$ cat src/rtl/riscv_imm_pkg.sv
// Shared RISC-V immediate format codes plus the pack/range-check helpers
// used by the program-loader encoder and its testbenches.
package riscv_imm_pkg;

  localparam int INSTR_W = 32;

  localparam logic [1:0] IMM_I = 2'b00;
  localparam logic [1:0] IMM_S = 2'b01;
  localparam logic [1:0] IMM_B = 2'b10;
  localparam logic [1:0] IMM_J = 2'b11;

  // Scatter imm into the format's immediate slots; every other bit comes from base.
  function automatic logic [31:0] imm_pack(input logic [1:0]  fmt,
                                           input logic [31:0] imm,
                                           input logic [31:0] base);
    logic [31:0] word;
    case (fmt)
      IMM_I:   word = {imm[11:0], base[19:0]};
      IMM_S:   word = {imm[11:5], base[24:12], imm[4:0], base[6:0]};
      IMM_B:   word = {imm[12], imm[10:5], base[24:12], imm[4:1], imm[11], base[6:0]};
      default: word = {imm[20], imm[10:1], imm[11], imm[19:12], base[11:0]};
    endcase
    return word;
  endfunction

  // True when the extender would reproduce imm exactly from the packed word.
  function automatic logic imm_fits(input logic [1:0]  fmt,
                                    input logic [31:0] imm);
    logic ok;
    case (fmt)
      IMM_I, IMM_S: ok = (imm[31:11] == {21{imm[31]}});
      IMM_B:        ok = (imm[31:12] == {20{imm[31]}}) && !imm[0];
      default:      ok = (imm[31:20] == {12{imm[31]}}) && !imm[0];
    endcase
    return ok;
  endfunction

endpackage

$ cat src/rtl/instr_fifo2.sv
// Two-entry first-word-fall-through FIFO; the head entry is a register so
// the consumer sees registered data.
module instr_fifo2
  import riscv_imm_pkg::*;
(
  input  logic               clk,
  input  logic               reset,
  input  logic               flush,
  input  logic               push,
  input  logic               pop,
  input  logic [INSTR_W-1:0] push_data,
  output logic               full,
  output logic               empty,
  output logic [INSTR_W-1:0] head_data
);

  logic [INSTR_W-1:0] head_q, head_d;
  logic [INSTR_W-1:0] tail_q, tail_d;
  logic               head_vld_q, head_vld_d;
  logic               tail_vld_q, tail_vld_d;

  // Pop is applied first so a push in the same cycle lands behind the survivor.
  always_comb begin
    head_d     = head_q;
    tail_d     = tail_q;
    head_vld_d = head_vld_q;
    tail_vld_d = tail_vld_q;
    if (flush) begin
      head_vld_d = 1'b0;
      tail_vld_d = 1'b0;
    end else begin
      if (pop && head_vld_q) begin
        head_d     = tail_q;
        head_vld_d = tail_vld_q;
        tail_vld_d = 1'b0;
      end
      if (push && !tail_vld_q) begin
        if (head_vld_d) begin
          tail_d     = push_data;
          tail_vld_d = 1'b1;
        end else begin
          head_d     = push_data;
          head_vld_d = 1'b1;
        end
      end
    end
  end

  always_ff @(posedge clk or posedge reset) begin
    if (reset) begin
      head_q     <= '0;
      tail_q     <= '0;
      head_vld_q <= 1'b0;
      tail_vld_q <= 1'b0;
    end else begin
      head_q     <= head_d;
      tail_q     <= tail_d;
      head_vld_q <= head_vld_d;
      tail_vld_q <= tail_vld_d;
    end
  end

  assign full      = tail_vld_q;
  assign empty     = !head_vld_q;
  assign head_data = head_q;

endmodule

$ cat src/rtl/immediate_encoder.sv
// Program-loader immediate encoder: range-checks and packs immediates into
// template instructions, buffers them and hands out sequential write addresses.
module immediate_encoder
  import riscv_imm_pkg::*;
#(
  parameter int ADDR_W    = 8,
  parameter int BASE_ADDR = 0
) (
  input  logic              clk,
  input  logic              reset,
  input  logic              clear,
  input  logic              in_valid,
  output logic              in_ready,
  input  logic [1:0]        ImmSrc,
  input  logic [31:0]       imm_value,
  input  logic [31:0]       base_instr,
  output logic              out_valid,
  input  logic              out_ready,
  output logic [31:0]       instr_out,
  output logic [ADDR_W-1:0] wr_addr,
  output logic              range_err,
  output logic [7:0]        err_count
);

  localparam logic [ADDR_W-1:0] BASE = ADDR_W'(BASE_ADDR);

  logic              fifo_full;
  logic              fifo_empty;
  logic              accept;
  logic              fits;
  logic              push;
  logic              pop;
  logic [31:0]       packed_word;

  logic [ADDR_W-1:0] wr_addr_q, wr_addr_d;
  logic [7:0]        err_count_q, err_count_d;
  logic              range_err_q, range_err_d;

  assign in_ready    = !fifo_full && !clear;
  assign accept      = in_valid && in_ready;
  assign fits        = imm_fits(ImmSrc, imm_value);
  assign packed_word = imm_pack(ImmSrc, imm_value, base_instr);
  assign push        = accept && fits;
  assign pop         = out_valid && out_ready && !clear;

  instr_fifo2 u_fifo (
    .clk       (clk),
    .reset     (reset),
    .flush     (clear),
    .push      (push),
    .pop       (pop),
    .push_data (packed_word),
    .full      (fifo_full),
    .empty     (fifo_empty),
    .head_data (instr_out)
  );

  // Rejected requests are still consumed; they only bump the saturating counter.
  always_comb begin
    wr_addr_d   = wr_addr_q;
    err_count_d = err_count_q;
    range_err_d = accept && !fits;
    if (clear) begin
      wr_addr_d   = BASE;
      err_count_d = 8'd0;
      range_err_d = 1'b0;
    end else begin
      if (pop) begin
        wr_addr_d = wr_addr_q + ADDR_W'(1);
      end
      if (range_err_d && (err_count_q != 8'hFF)) begin
        err_count_d = err_count_q + 8'd1;
      end
    end
  end

  always_ff @(posedge clk or posedge reset) begin
    if (reset) begin
      wr_addr_q   <= BASE;
      err_count_q <= 8'd0;
      range_err_q <= 1'b0;
    end else begin
      wr_addr_q   <= wr_addr_d;
      err_count_q <= err_count_d;
      range_err_q <= range_err_d;
    end
  end

  assign out_valid = !fifo_empty;
  assign wr_addr   = wr_addr_q;
  assign range_err = range_err_q;
  assign err_count = err_count_q;

endmodule

$ cat config.mk
export PLATFORM = sky130hd
export DESIGN_NAME = immediate_encoder
export DESIGN_NICKNAME = d
export VERILOG_FILES = /design/src/rtl/riscv_imm_pkg.sv /design/src/rtl/instr_fifo2.sv /design/src/rtl/immediate_encoder.sv
export SDC_FILE = /design/constraint.sdc
export NUM_CORES = 1
export LEC_CHECK = 0
export CAP_MARGIN = 5
export CORE_ASPECT_RATIO = 0.8
export CORE_MARGIN = 5
export CORE_UTILIZATION = 30
export CTS_BUF_LIST = sky130_fd_sc_hd__clkbuf_16
export CTS_CLUSTER_DIAMETER = 40
export DETAILED_ROUTE_END_ITERATION = 16
export PLACE_DENSITY_LB_ADDON = 0.15
export SLEW_MARGIN = 25
export SYNTH_ARGS = -nofsm -noshare
export SYNTH_HDL_FRONTEND = slang
export SYNTH_SLANG_ARGS = --single-unit
$ cat constraint.sdc
create_clock -name clk -period 2.7 [get_ports clk]
set_input_delay 0.54 -clock clk [delete_from_list [all_inputs] [get_ports clk]]
set_output_delay 0.54 -clock clk [all_outputs]
set_load 0.02 [all_outputs]
== Word-level counts from Yosys, hierarchy flattened ==
Index checks and enable logic that the tools add are counted.
W data, S select, Z words.

* Bits in registers: 83
* Input bits: 71
* Output and inout bits: 51
* Logic and storage cells: 54

* $add $sub $neg: 2
* Eq/ne operators: 6
* Mux-type cells: 18
* Bitwise logic cells: 1
* Reduce and logical (&&, ||, !) cells: 20

{| class="wikitable"
|+ Operators by type and width
! kind !! count
|-
| $mux W32 || 3
|-
| $pmux W32 S3 || 1
|-
| $mux W8 || 4
|-
| $eq A20 B20 Y1 || 1
|-
| $eq A19 B19 Y1 || 1
|-
| $add A8 B1 Y8 const B || 2
|-
| $eq A11 B11 Y1 || 1
|-
| $logic_and A1 B1 Y1 || 11
|-
| $mux W1 || 9
|-
| $ne A8 B8 Y1 const B || 1
|-
| $logic_not A1 Y1 || 4
|-
| $reduce_bool A2 Y1 || 2
|-
| $reduce_and A3 Y1 || 1
|-
| $eq A2 B1 Y1 const B || 1
|-
| $eq A2 B2 Y1 const B || 1
|-
| $logic_not A2 Y1 || 1
|-
| $pmux W1 S2 || 1
|-
| $reduce_or A2 Y1 || 1
|-
| $not A1 Y1 || 1
|}

== Logic depth before layout (Yosys ltp) ==
* Word-level depth: 8
* Depth in mapped cells: 9
* Gate-level depth less buffers: 7

== Hierarchy ==
A second synthesis with hierarchy kept.

* Cells, all modules: 334
* Area total of the unflattened synthesis: 4053.9 µm²

{| class="wikitable"
|+ By module, submodules not included
! module !! times used !! cells an instance !! area each (µm²) !! seq. area each (µm²)
|-
| instr_fifo2 || 1 || 190 || 2713.9 || 1651.6
|-
| immediate_encoder || 1 || 144 || 1340.0 || 425.4
|}

== Worst setup path before layout ==
OpenSTA, ideal clock, no wires.

* Kind: input to register
* From: in imm_value[31]
* To: reg u_fifo.head_q[31], in the netlist u_fifo.head_data[31]
* Library setup time: 0.126 ns
* Arrival: 2.548 ns
* Required time: 2.574 ns
* Path slack: 0.025 ns
* Stages on the path: 8
* Buffers on the path: 3
* Path through: buf_2 > or4_1 > o22a_1 > or4_4 > nor4b_4 > buf_6 > buf_6 > a21oi_1

* Cells in the longest elaborated chain, start to end: 6
* Elaborated cells between the ends (all ways): 9
* Classes of those cells: 3 x eq/ne; 2 x mux; 4 x reduce/logical

{| class="wikitable"
|+ Ends and longest elaborated chain
! what !! line !! RTL
|-
| from (decl) || immediate_encoder.sv:15 || <nowiki>input logic [31:0] imm_value,</nowiki>
|-
| $eq A19 B19 Y1 / $eq A11 B11 Y1 (equally long branches) || riscv_imm_pkg.sv:32, riscv_imm_pkg.sv:33 ||
|-
| $logic_and A1 B1 Y1 (on tied branches) || riscv_imm_pkg.sv:32, riscv_imm_pkg.sv:33 ||
|-
| $pmux W1 S2 (*) || riscv_imm_pkg.sv:30 || <nowiki>case (fmt)</nowiki>
|-
| $logic_and A1 B1 Y1 (*) || immediate_encoder.sv:43 || <nowiki>assign push = accept && fits;</nowiki>
|-
| $logic_and A1 B1 Y1 (*) || instr_fifo2.sv:37 || <nowiki>if (push && !tail_vld_q) begin</nowiki>
|-
| $mux W32 (*) || instr_fifo2.sv:37 ||
|-
| to (signal assigned) || instr_fifo2.sv:51 || <nowiki>head_q <= '0;</nowiki>
|-
| to (signal assigned) || instr_fifo2.sv:56 || <nowiki>head_q <= head_d;</nowiki>
|-
| to (decl) || instr_fifo2.sv:17 || <nowiki>logic [INSTR_W-1:0] head_q, head_d;</nowiki>
|}

Mark *: on every way between the ends. The rest lies on a longest branch, timed or not.
A chain may end at the register's enable or synchronous reset.

== Final worst setup path ==
* From: in imm_value[31]
* To: reg u_fifo.head_q[0], in the netlist u_fifo.head_data[0]

The elaborated chain is that of the path after synthesis.

==> reports/metrics.cfg <==
[setup_path]
critPathLaunch=imm_value[31]
worstSetupPathType=input pin to flip-flop
r2r_setup_slack_ns=0.41
crit_required_ns=2.97
worst-r2r-cell-count=8
worstReg2RegStart=err_count[0]
critical_path_peak_fanout=6
cp-end-kind=flip-flop
crit_path_end=u_fifo.head_data[0]
cp.arrival_ns=2.88
reg2reg_to=err_count[7]
start_kind=input pin

[clocking]
cts_tree=done
root_buffer=clkbuf_16
cts_buffers=9
cts_hold_buf=0
insertion_delay_ns=0.34
htree_levels=3
cts_sinks=83
clockBufferDepth=2
cts.clk_slew.worst_paths_ns=0.06

[timing]
drv_slew=0
fin_crit_ns=2.61
max-slew-margin-rel=0.577
final-setup-viol-count=0
final_hold_viol_count=0
fin_setup_tns_ns=0
max_freq_ghz=0.383
timing.final.ws_setup_ns=0.0920
skew_ns=0.00561
fin_crit_sh=0.966
tightestPinTransition_ns=0.634
rsz0062_at_grt=false

[die]
die_area_mm2=0.0161
die_w_um=141
start_util=0.305
core-area_mm2=0.0135
die_h_um=115
rows=38
ios=122

[global_routing]
grt_pass1_vias=3529
antenna_found_initial=0
grt_pass1_wl_um=18000
grt_max_degree=50
grtUsageTotal=0.141
grt_remaining_overflow=0

[yosys]
synth_warnings=0
synthesis.area_mm2=0.00410
yosys-top-cells-area=dfrtp_1 51%, mux2_2 9.6%, mux2i_1 9.0%
yosysMostFrequentCell=dfrtp_1
synthSimpleGateAreaFrac=0.135
synth_xor_xnor_area_share=0.0214
synth_top_area_frac=0.507
synth-adder-area-share=0.00611
syn_area_per_cell_um2=10.7
synth.distinct_cells=41
synth_flop_cell=dfrtp_1
syn-num-nets=456
synth-edff-count=0
synth_seq_cells=83
synthTopCellsByCount=83 x dfrtp_1, 47 x nand2_1, 37 x mux2i_1, 36 x nor2_1, 35 x mux2_2
synth_cells=383
yosys.area.top_type=dfrtp_1
synthMuxAreaShare=0.187
synth_top_family_by_area=multiplexers
ys_seq_area_frac=0.507
synth_compound_area_frac=0.108
async_flop_share=1.00

[power_and_ir_drop]
cellLeakagePower_nw=2.78
ir_drop_mv=0.289
pwr-share-clk=0.466
power_frac_comb=0.090
power-per-cell-area_mw_per_mm2=463
pwr-share-seq=0.444
power_switching_uw=625
intPower_mw=2.19
p_sw_frac=0.222

[detailed_routing]
drt_iter0_markers=133
dr.pass1.iters=4
drtAntennaViolNets=0
drc_errors=0
vias_per_cell=4.65
vias=3289
avgRoutedWirePerCell_um=15.5
drt-total-wl_um=11000

[run]
timing.max_cap.violations=0

[layout]
area_growth_pct=48.3
regArea_mm2=0.00208
drive_gt1_frac=0.203
fin_cells=707
multi_input_area_mm2=0.00188
final_area_mm2=0.00608
layout.nets=595
filler_cell_count=1282
n_antenna_cell=0

[place]
dp_cells=688
place.port_buffers=114
dpl_cell_area_mm2=0.00571
dp_slack_ns=-0.457
dp_hpwl_um=7900
place.gp.congestion=0.738

[worst_hold_path]
hold_class=flip-flop to flip-flop

[status]
status=complete, no violations

-- metal layers --
metal | up-vias | global-route usage | wire (µm)
li1 | 1623 | - | -
met1 | 1588 | 0.178 | 4980
met2 | 66 | 0.233 | 5210
met3 | 12 | 0.0463 | 650
met4 | 0 | 0.0426 | 139
met5 | - | 0 | 0
-- critical path, cell delays in order --
cell and delay [ns]:
clkdlybuf4s15_1 0.19, or4_4 0.54, o22a_1 0.22, or4_4 0.54
nor4b_4 0.32, bufbuf_16 0.33, buf_6 0.09, nand2_1 0.04
o21ai_1 0.06
-- flip-flops by register name (all words and copies together), names as in the netlist --
register           cells
u_fifo.tail_q         32
err_count              8
wr_addr                8
u_fifo.head_vld_q      1
u_fifo.full            1
range_err              1
u_fifo.head_data      32
-- worst min path at each step --
stage                      startpoint                 to  cells after the start
CTS                 u_fifo.tail_q[14]  u_fifo.tail_q[14]                      2
detailed placement  u_fifo.tail_q[14]  u_fifo.tail_q[14]                      2
floorplan           u_fifo.tail_q[10]  u_fifo.tail_q[10]                      2
global placement    u_fifo.tail_q[13]  u_fifo.tail_q[13]                      2
global route        u_fifo.tail_q[22]  u_fifo.tail_q[22]                      2
finish              u_fifo.tail_q[14]  u_fifo.tail_q[14]                      2
-- per-stage QoR --
step | hold WS, ns | power (mW) | utilization
floorplan | 0.446 | 1.37 | -
global placement | 0.458 | 1.52 | 0.424
detailed placement | 0.466 | 1.53 | 0.424
CTS | 0.481 | 2.87 | 0.452
global route | 0.500 | 2.93 | 0.452
finish | 0.474 | 2.82 | 0.452
-- cell type report --
type                    count  share of cell area
flip-flops and latches     83               0.342
multi-input cells         274               0.309
clock buffers               9              0.0371
repair buffers            150               0.257
inverters                   4             0.00268
clock inverters             7              0.0152
well taps                 180              0.0371
-- power by group through the flow --
stage / clock, mW / combinational [mW] / sequential, mW
after CTS: 1.36 / 0.257 / 1.25
after detailed placement: 0 / 0.257 / 1.27
after floorplan: 0 / 0.0930 / 1.28
final: 1.31 / 0.253 / 1.25
after global routing: 1.40 / 0.278 / 1.25
after global placement: 0 / 0.251 / 1.27
-- logic make-up (layout without fill, tap and decap cells) --
kind of cell,count (synthesis),count (layout)
compound gates,73,73
xor+xnor,10,10
fa+ha+maj,2,2
buf+inv,26,170
flops,83,83
mux,72,72
simple gates,117,117
-- what timing repair did --
action | CTS | global route
setup endpoints to repair | 29 | 15
pin swaps | 4 | 1
cloned | 1 | 0
resized for setup | 8 | 0
setup buffers | 2 | 0
-- cell usage in the layout (no fill, tap or decap), types with 2 or more instances in the layout --
| cell type | Yosys | layout |
|---|---|---|
| a21oi_1 | 14 | 14 |
| a21oi_2 | 15 | 15 |
| and3_1 | 4 | 4 |
| and4_1 | 2 | 2 |
| buf_12 | 0 | 10 |
| buf_4 | 1 | 24 |
| bufinv_16 | 0 | 2 |
| clkbuf_16 | 0 | 9 |
| clkdlybuf4s15_1 | 0 | 2 |
| clkdlybuf4s50_1 | 0 | 110 |
| clkinv_2 | 0 | 2 |
| clkinvlp_4 | 0 | 2 |
| dfrtp_1 | 83 | 83 |
| dlygate4sd2_1 | 0 | 2 |
| ha_1 | 2 | 2 |
| inv_1 | 4 | 3 |
| mux2_2 | 35 | 35 |
| mux2i_1 | 37 | 37 |
| nand2_1 | 47 | 47 |
| nand2b_1 | 3 | 2 |
| nand3_1 | 5 | 5 |
| nand4_1 | 5 | 5 |
| nor2_1 | 36 | 36 |
| nor3_1 | 2 | 2 |
| o21ai_0 | 31 | 31 |
| o21ai_1 | 5 | 5 |
| or3_1 | 2 | 2 |
| or4_1 | 4 | 3 |
| or4_4 | 1 | 2 |
| xnor2_1 | 4 | 4 |
| xor2_1 | 6 | 6 |
(Power assumes the default switching activity.)
